File: config.mk
export PLATFORM = sky130hd
export DESIGN_NAME = inst_fetch_flat
export DESIGN_NICKNAME = d
export VERILOG_FILES = /design/src/rtl/riscv_pkg.sv /design/src/rtl/inst_fetch_if.sv /design/src/rtl/inst_fetch.sv /design/src/flat_wrapper.sv
export SDC_FILE = /design/constraint.sdc
export NUM_CORES = 1
export LEC_CHECK = 0
export ABC_AREA = 1
export CORE_MARGIN = 3
export CORE_UTILIZATION = 42
export CTS_CLUSTER_DIAMETER = 200
export DETAILED_ROUTE_END_ITERATION = 6
export HOLD_SLACK_MARGIN = 0.02
export PLACE_DENSITY = 0.81
export SYNTH_ARGS = -nofsm -noshare
export SYNTH_HDL_FRONTEND = slang
export SYNTH_SLANG_ARGS = --single-unit
File: constraint.sdc
create_clock -name clk -period 1.5 [get_ports clk]
set_input_delay 0.15 -clock clk [delete_from_list [all_inputs] [get_ports clk]]
set_output_delay 0.15 -clock clk [all_outputs]
set_load 0.03 [all_outputs]
File: src/rtl/riscv_pkg.sv
`default_nettype none
// ============================================================================
// Module      : riscv_pkg
// Description : Shared core definitions: data width, NOP encoding, fetch FSM
//               states and immediate-select codes used by decoder/imm_gen.
// Revision    : 1.0 - initial release
// ============================================================================
package riscv_pkg;

  localparam int XLEN = 32;

  // addi x0, x0, 0
  localparam logic [XLEN-1:0] c_nop_inst = 32'h0000_0013;

  localparam logic [XLEN-1:0] c_inst_bytes = 32'd4;

  typedef enum logic [1:0] {
    FETCH = 2'd0,
    VALID = 2'd1,
    HALT  = 2'd2
  } fetch_state_e;

  typedef enum logic [2:0] {
    IMM_R = 3'd0,
    IMM_I = 3'd1,
    IMM_S = 3'd2,
    IMM_B = 3'd3,
    IMM_U = 3'd4,
    IMM_J = 3'd5
  } imm_sel_e;

  // Sequential next PC; wraps modulo 2^XLEN by construction.
  function automatic logic [XLEN-1:0] pc_next(input logic [XLEN-1:0] pc_cur);
    return pc_cur + c_inst_bytes;
  endfunction

endpackage
`default_nettype wire

File: src/rtl/inst_fetch_if.sv
`default_nettype none
// ============================================================================
// Module      : inst_fetch_if
// Description : Instruction-memory, downstream and redirect signals of the
//               fetch stage. fetch_misaligned exists only when
//               INST_FETCH_MISALIGN_CHK_EN is defined.
// Revision    : 1.0 - initial release
// ============================================================================
interface inst_fetch_if;
  import riscv_pkg::*;

  logic            imem_req;
  logic [XLEN-1:0] imem_addr;
  logic            imem_ready;
  logic [XLEN-1:0] imem_rdata;

  logic [XLEN-1:0] inst;
  logic [XLEN-1:0] pc;
  logic            inst_valid;
  logic            inst_ready;

  logic            redirect_valid;
  logic [XLEN-1:0] redirect_target;

`ifdef INST_FETCH_MISALIGN_CHK_EN
  logic            fetch_misaligned;
`endif

  modport master (
    output imem_req,
    output imem_addr,
    input  imem_ready,
    input  imem_rdata,
    output inst,
    output pc,
    output inst_valid,
    input  inst_ready,
    input  redirect_valid,
    input  redirect_target
`ifdef INST_FETCH_MISALIGN_CHK_EN
    ,
    output fetch_misaligned
`endif
  );

  modport slave (
    input  imem_req,
    input  imem_addr,
    output imem_ready,
    output imem_rdata,
    input  inst,
    input  pc,
    input  inst_valid,
    output inst_ready,
    output redirect_valid,
    output redirect_target
`ifdef INST_FETCH_MISALIGN_CHK_EN
    ,
    input  fetch_misaligned
`endif
  );

endinterface
`default_nettype wire

File: src/rtl/inst_fetch.sv
`default_nettype none
// ============================================================================
// Module      : inst_fetch
// Description : Fetch stage: PC register, single-request instruction fetch and
//               valid/ready hand-off with redirect. Optional misaligned-redirect
//               trap enabled by INST_FETCH_MISALIGN_CHK_EN.
// Revision    : 1.0 - initial release
// ============================================================================
module inst_fetch
  import riscv_pkg::*;
#(
  parameter logic [31:0] RESET_PC = 32'h0000_0000,
  parameter int          XLEN     = 32
) (
  input  wire logic       clk,
  input  wire logic       rst,
  inst_fetch_if.master    bus
);

  fetch_state_e    r_state;
  logic [XLEN-1:0] r_pc;
  logic [XLEN-1:0] r_inst;
  logic            r_imem_req;
  logic            r_inst_valid;
  logic            w_redirect;

`ifdef INST_FETCH_MISALIGN_CHK_EN
  logic            r_fetch_misaligned;
  logic            w_misaligned;

  // A halted stage no longer responds to redirects; only rst recovers it.
  assign w_redirect   = bus.redirect_valid && (r_state != HALT);
  assign w_misaligned = (bus.redirect_target[1:0] != 2'b00);
`else
  assign w_redirect   = bus.redirect_valid;
`endif

  always_ff @(posedge clk) begin
    if (rst) begin
      r_state      <= FETCH;
      r_pc         <= RESET_PC;
      r_inst       <= c_nop_inst;
      r_imem_req   <= 1'b1;
      r_inst_valid <= 1'b0;
`ifdef INST_FETCH_MISALIGN_CHK_EN
      r_fetch_misaligned <= 1'b0;
`endif
    end else if (w_redirect) begin
      // Any response or handshake in this cycle is superseded by the redirect.
`ifdef INST_FETCH_MISALIGN_CHK_EN
      if (w_misaligned) begin
        r_state            <= HALT;
        r_imem_req         <= 1'b0;
        r_inst_valid       <= 1'b0;
        r_fetch_misaligned <= 1'b1;
      end else begin
        r_state      <= FETCH;
        r_pc         <= bus.redirect_target;
        r_imem_req   <= 1'b1;
        r_inst_valid <= 1'b0;
      end
`else
      r_state      <= FETCH;
      r_pc         <= bus.redirect_target;
      r_imem_req   <= 1'b1;
      r_inst_valid <= 1'b0;
`endif
    end else begin
      case (r_state)
        FETCH: begin
          if (bus.imem_ready) begin
            r_inst       <= bus.imem_rdata;
            r_state      <= VALID;
            r_imem_req   <= 1'b0;
            r_inst_valid <= 1'b1;
          end
        end
        VALID: begin
          if (bus.inst_ready) begin
            r_pc         <= pc_next(r_pc);
            r_state      <= FETCH;
            r_imem_req   <= 1'b1;
            r_inst_valid <= 1'b0;
          end
        end
`ifdef INST_FETCH_MISALIGN_CHK_EN
        HALT: begin
          r_imem_req   <= 1'b0;
          r_inst_valid <= 1'b0;
        end
`endif
        default: begin
          r_state      <= FETCH;
          r_imem_req   <= 1'b1;
          r_inst_valid <= 1'b0;
        end
      endcase
    end
  end

  assign bus.imem_req   = r_imem_req;
  assign bus.imem_addr  = r_pc;
  assign bus.inst       = r_inst;
  assign bus.pc         = r_pc;
  assign bus.inst_valid = r_inst_valid;
`ifdef INST_FETCH_MISALIGN_CHK_EN
  assign bus.fetch_misaligned = r_fetch_misaligned;
`endif

endmodule
`default_nettype wire

File: src/flat_wrapper.sv
// flat-port wrapper written by rule: the top's interface ports become plain ports
module inst_fetch_flat import riscv_pkg::*;
#(
  parameter logic [31:0] RESET_PC = 32'h0000_0000,
  parameter int          XLEN     = 32
)
  (clk, rst, bus_imem_req, bus_imem_addr, bus_imem_ready, bus_imem_rdata, bus_inst, bus_pc, bus_inst_valid, bus_inst_ready, bus_redirect_valid, bus_redirect_target);
  inst_fetch_if bus_i ();
  input  wire logic clk;
  input  wire logic rst;
  output wire logic [$bits(bus_i.imem_req)-1:0] bus_imem_req;
  output wire logic [$bits(bus_i.imem_addr)-1:0] bus_imem_addr;
  input wire logic [$bits(bus_i.imem_ready)-1:0] bus_imem_ready;
  input wire logic [$bits(bus_i.imem_rdata)-1:0] bus_imem_rdata;
  output wire logic [$bits(bus_i.inst)-1:0] bus_inst;
  output wire logic [$bits(bus_i.pc)-1:0] bus_pc;
  output wire logic [$bits(bus_i.inst_valid)-1:0] bus_inst_valid;
  input wire logic [$bits(bus_i.inst_ready)-1:0] bus_inst_ready;
  input wire logic [$bits(bus_i.redirect_valid)-1:0] bus_redirect_valid;
  input wire logic [$bits(bus_i.redirect_target)-1:0] bus_redirect_target;
  assign bus_imem_req = bus_i.imem_req;
  assign bus_imem_addr = bus_i.imem_addr;
  assign bus_i.imem_ready = bus_imem_ready;
  assign bus_i.imem_rdata = bus_imem_rdata;
  assign bus_inst = bus_i.inst;
  assign bus_pc = bus_i.pc;
  assign bus_inst_valid = bus_i.inst_valid;
  assign bus_i.inst_ready = bus_inst_ready;
  assign bus_i.redirect_valid = bus_redirect_valid;
  assign bus_i.redirect_target = bus_redirect_target;
  inst_fetch #(.RESET_PC(RESET_PC), .XLEN(XLEN)) u_core (.clk(clk), .rst(rst), .bus(bus_i));
endmodule
# Yosys cells after proc, flatten, opt, wreduce, memory -nomap -nowiden

Index checks and enable logic that the tools add are counted.

Bits in writable memories: 0
Bits of input ports: 69
Output and inout port bits: 98
Bits in latches: 0
Logic and storage cells: 29
Bits in registers: 68
ROM bits: 0
Memories kept: 0

$add $sub $neg: 1
Muxes and demuxes: 12
$lt $le $gt $ge: 0
Reductions and logical operators: 7
Divide/modulo/power cells: 0
Bitwise logic cells: 1
Eq/ne operators: 3
$mul: 0
Shift operators: 0

Operator list:

| kind                                          | number |
|---|---|
| two-way mux 32 bit                            | 3 |
| adder 32 x 3 -> 32 bit, second input constant | 1 |
| two-way mux 1 bit                             | 4 |
| two-way mux 2 bit                             | 2 |
| inequality test 2 bit, second input constant  | 2 |
| case mux 1 bit (2 select lines)               | 2 |
| case mux 2 bit (2 select lines)               | 1 |
| AND reduction 2 bit                           | 2 |
| nonzero test 2 bit                            | 2 |
| AND reduction 3 bit                           | 1 |
| == test 2 x 1 -> 1 bit, second input constant | 1 |
| zero test 2 bit                               | 1 |
| OR reduction 2 bit                            | 1 |
| NOT 1 bit                                     | 1 |

# Logic depth before layout (Yosys ltp)

Depth in word-level cells: 4
Depth in mapped cells: 10
Mapped depth without buffers: 10

# Least setup slack after synthesis

Ideal clock, no wire load.

Path type: reg-to-reg
From: register u_core.r_pc[3] (netlist: u_core.bus.imem_addr[3])
To: register u_core.r_pc[26] (netlist: u_core.bus.imem_addr[26])
Library setup time: 0.113 ns
Buffers on the path: 0
Arrival time: 1.544 ns
Cell stages (with the launch flop): 11
Slack: -0.157 ns
Required time: 1.387 ns
Clock period less this slack: 1.657 ns
Path through: dfxtp_1 > ha_1 > nand2_1 > nor2_4 > nand2_4 > nor2_4 > nand2_1 > nand2_1 > nand2_1 > o21ai_1 > inv_1

Longest elaborated chain between the ends: 4

RTL lines:

| item                   | RTL line         | source |
|---|---|---|
| from (decl)            | inst_fetch.sv:21 | `logic [XLEN-1:0] r_pc;` |
| from (signal assigned) | inst_fetch.sv:64 | `r_pc <= bus.redirect_target;` |
| from (signal assigned) | inst_fetch.sv:80 | `r_pc <= pc_next(r_pc);` |
| adder 32 x 3 -> 32 bit | riscv_pkg.sv:34  | `return pc_cur + c_inst_bytes;` |
| two-way mux 32 bit     | inst_fetch.sv:79 | `if (bus.inst_ready) begin` |
| two-way mux 32 bit     | inst_fetch.sv:69 | `case (r_state)` |
| two-way mux 32 bit     | inst_fetch.sv:48 | `end else if (w_redirect) begin` |

No other way between the ends. The select of a mux whose other input is x is not followed.
A chain may end at the register's enable or synchronous reset.

# Worst setup path in the final report

From: register u_core.r_pc[2] (netlist: u_core.bus.imem_addr[2])
To: register u_core.r_pc[21] (netlist: u_core.bus.imem_addr[21])

Same word-level chain as after synthesis.

==> results.sh <==
export IMPL_outcome="finished, final reports clean"
export IMPL_cts_buffers=9
export IMPL_num_vias=4089
export IMPL_synth_fp_nets=623
export IMPL_hold_buffers=0
export IMPL_ant_nets=0
export IMPL_grt_pass1_vias=4016
export IMPL_synth_area_top_cells="dfxtp_1, nand2_1, buf_4, a21oi_1, nor2_1"
export IMPL_p_leak_nw=2.58
export IMPL_place_ws_ps=-74.3
export IMPL_synth_most_common_cell="nand2_1"
export IMPL_dp_cells=797
export IMPL_start_util_pct=43.6
export IMPL_async_flop_share_pct=0
export IMPL_dieArea_sq_um=9770
export IMPL_slew_headroom_pct=67.7
export IMPL_p_total_w=0.00494
export IMPL_crit_type="reg -> reg"
export IMPL_drv_cap=0
export IMPL_grt_max_degree=33
export IMPL_ys_ff_latch=66
export IMPL_clock_skew_ps=4.83
export IMPL_hold_slack_ps=89.8
export IMPL_coreArea_sq_um=8300
export IMPL_insertion_delay_ps=340
export IMPL_firstDrtPassIters=4
export IMPL_synthTopCellsByCount="nand2_1, dfxtp_1, nor2_1"
export IMPL_pin_count=167
export IMPL_dieWidth_um=98.9
export IMPL_timing_final_ws_setup_ps=53.3
export IMPL_cts_tree="done"
export IMPL_end_kind="flop"
export IMPL_tightest_slew_ps=484
export IMPL_syn_avg_cell_area_sq_um=6.55
export IMPL_ir_drop_mv=0.585
export IMPL_grt_pass1_wl_um=18500
export IMPL_setup_viol=0
export IMPL_synth_flop_cell="dfxtp_1"
export IMPL_syn2layout_area_growth_pct=53.1
export IMPL_synth_cells=553
export IMPL_rsz0062_at_grt="yes"
export IMPL_cts_sinks=66
export IMPL_row_count=33
export IMPL_drive_gt1_share_pct=14.9
export IMPL_fin_crit_sh_pct=96.4
export IMPL_syn_area_sq_um=3620
export IMPL_die_h_um=98.9
export IMPL_yosysTopAreaCell="dfxtp_1"
export IMPL_vias_per_cell=5.02
export IMPL_synthDistinctLibCells=30
export IMPL_antenna_found_initial=0
export IMPL_synth_top_area_share_pct=36.5
export IMPL_ys_seq_area_share_pct=36.5
export IMPL_overflow=0
export IMPL_drt_total_wl_um=11700
export IMPL_fin_cells=815
export IMPL_port_buffer_count=166
export IMPL_critical_path_required_ps=1780
export IMPL_globalplace_congestion=0.917
export IMPL_ys_warn_count=0
export IMPL_drc=0
export IMPL_htreeDepth=3
export IMPL_period_needed_ps=1450
export IMPL_nets=775
export IMPL_cp_max_fo=5
export IMPL_fmax_ghz=0.691
export IMPL_critPathArrivalTime_ps=1730
export IMPL_synth_edf_count=0
export IMPL_root_buffer="clkbuf_8"
export IMPL_hold_viol_final=0
export IMPL_drv_slew=0
export IMPL_power_density_nw_per_um2=891
export IMPL_min_path_type="in -> reg"
export IMPL_dp_hpwl_um=8910
export IMPL_n_antenna_cell=0
export IMPL_route_detailed_wl_per_inst_um=14.3
export IMPL_cts_clk_slew_worst_paths_ps=80
export IMPL_clock_path_buffers=2
export IMPL_n_fill_cell=768
export IMPL_drt_iter0_drc=101
export IMPL_critPathLaunchType="flop"
export IMPL_grt_usage_pct=23.3
## power breakdown
group / internal (W) / switching, W / total (W)
clock: 0.00112 / 0.000772 / 0.00189
sequential: 0.00185 / 0.000104 / 0.00196
combinational: 0.000456 / 0.000638 / 0.00109
## layer usage
metal	part of all wire, %	track usage (%)	vias to the layer above	routed length [um]
li1	-	-	2009	-
met1	38	25.8	1887	4440
met2	49	40.2	167	5760
met3	9.5	7.08	26	1100
met4	3.0	11.7	0	354
met5	0	0	-	0
## flip-flops by register name (all words and copies together), names as in the netlist
| signal | cells |
|---|---|
| u_core.bus.imem_addr | 32 |
| u_core.bus.inst | 32 |
| u_core.bus.imem_req | 1 |
| u_core.r_state | 1 |
## through the flow
step | instance area, sq um | TNS (ps) | utilization [%]
after floorplan | 3630 | 0 | -
after CTS | 5450 | 0 | 65.7
after detailed placement | 5320 | -742 | 64.1
after global routing | 5550 | -254 | 66.8
after global placement | 5320 | -81.5 | 64.1
final | 5550 | 0 | 66.8
## final timing paths
kind | cells after the start | slack (ps) | endpoint | start
worst max-delay path | 9 | 50 | u_core.bus.imem_addr[21] | u_core.bus.imem_addr[2]
worst min-delay path | 2 | 90 | u_core.bus.imem_addr[2] | rst
worst max register to register | 9 | 50 | u_core.bus.imem_addr[21] | u_core.bus.imem_addr[2]
worst min register to register | 2 | 470 | u_core.bus.inst[5] | u_core.bus.inst[5]
## layout make-up
type | instances | area [sq um] | area share (%)
multi-input combinational | 385 | 1840 | 33.1
clock buffer | 9 | 124 | 2.23
tap | 105 | 131 | 2.37
clock inverter | 7 | 125 | 2.26
inverter | 52 | 195 | 3.52
timing repair buffer | 191 | 1780 | 32.0
sequential | 66 | 1360 | 24.5
## logic make-up (layout without fill, tap and decap cells)
group | Yosys count | after routing | share of synthesized area [%]
AO/OA/AOI/OAI | 82 | 82 | 11.9
flip-flops | 66 | 66 | 36.5
buffers and inverters | 102 | 259 | 14.2
XOR/XNOR | 5 | 5 | 1.21
multiplexers | 1 | 1 | 0.276
AND/OR/NAND/NOR | 296 | 296 | 35.6
adder cells (fa/ha/maj) | 1 | 1 | 0.345
## cells in the final DEF, fill, tap and decap left out, types with 13 or more instances in the layout
cell type / n
a21oi_1: 44
dfxtp_2: 16
nand2_1: 178
nand3_1: 34
nor2_2: 13
inv_1: 46
o21ai_0: 19
dfxtp_1: 45
nor2_1: 42
clkdlybuf4s50_1: 67
buf_4: 20
dlygate4sd2_1: 98
## repair_timing
action / CTS / global route
hold endpoints to repair: 0 / 0
buffers inserted: 0 / 2
pin swaps: 1 / 10
setup endpoints to repair: 100 / 21
gates resized for setup: 98 / 35
gates cloned: 0 / 0
## worst max-delay path, stage by stage, from the launching register on
cell     delay, ps
dfxtp_4        370
buf_6          110
inv_2           40
nor2_4         190
nand2_4        100
nor2_4         190
nand2_1         90
nand2_1         80
nand3_2         70
a21oi_2        150
No activity file was read; power rests on OpenSTA's default activity.
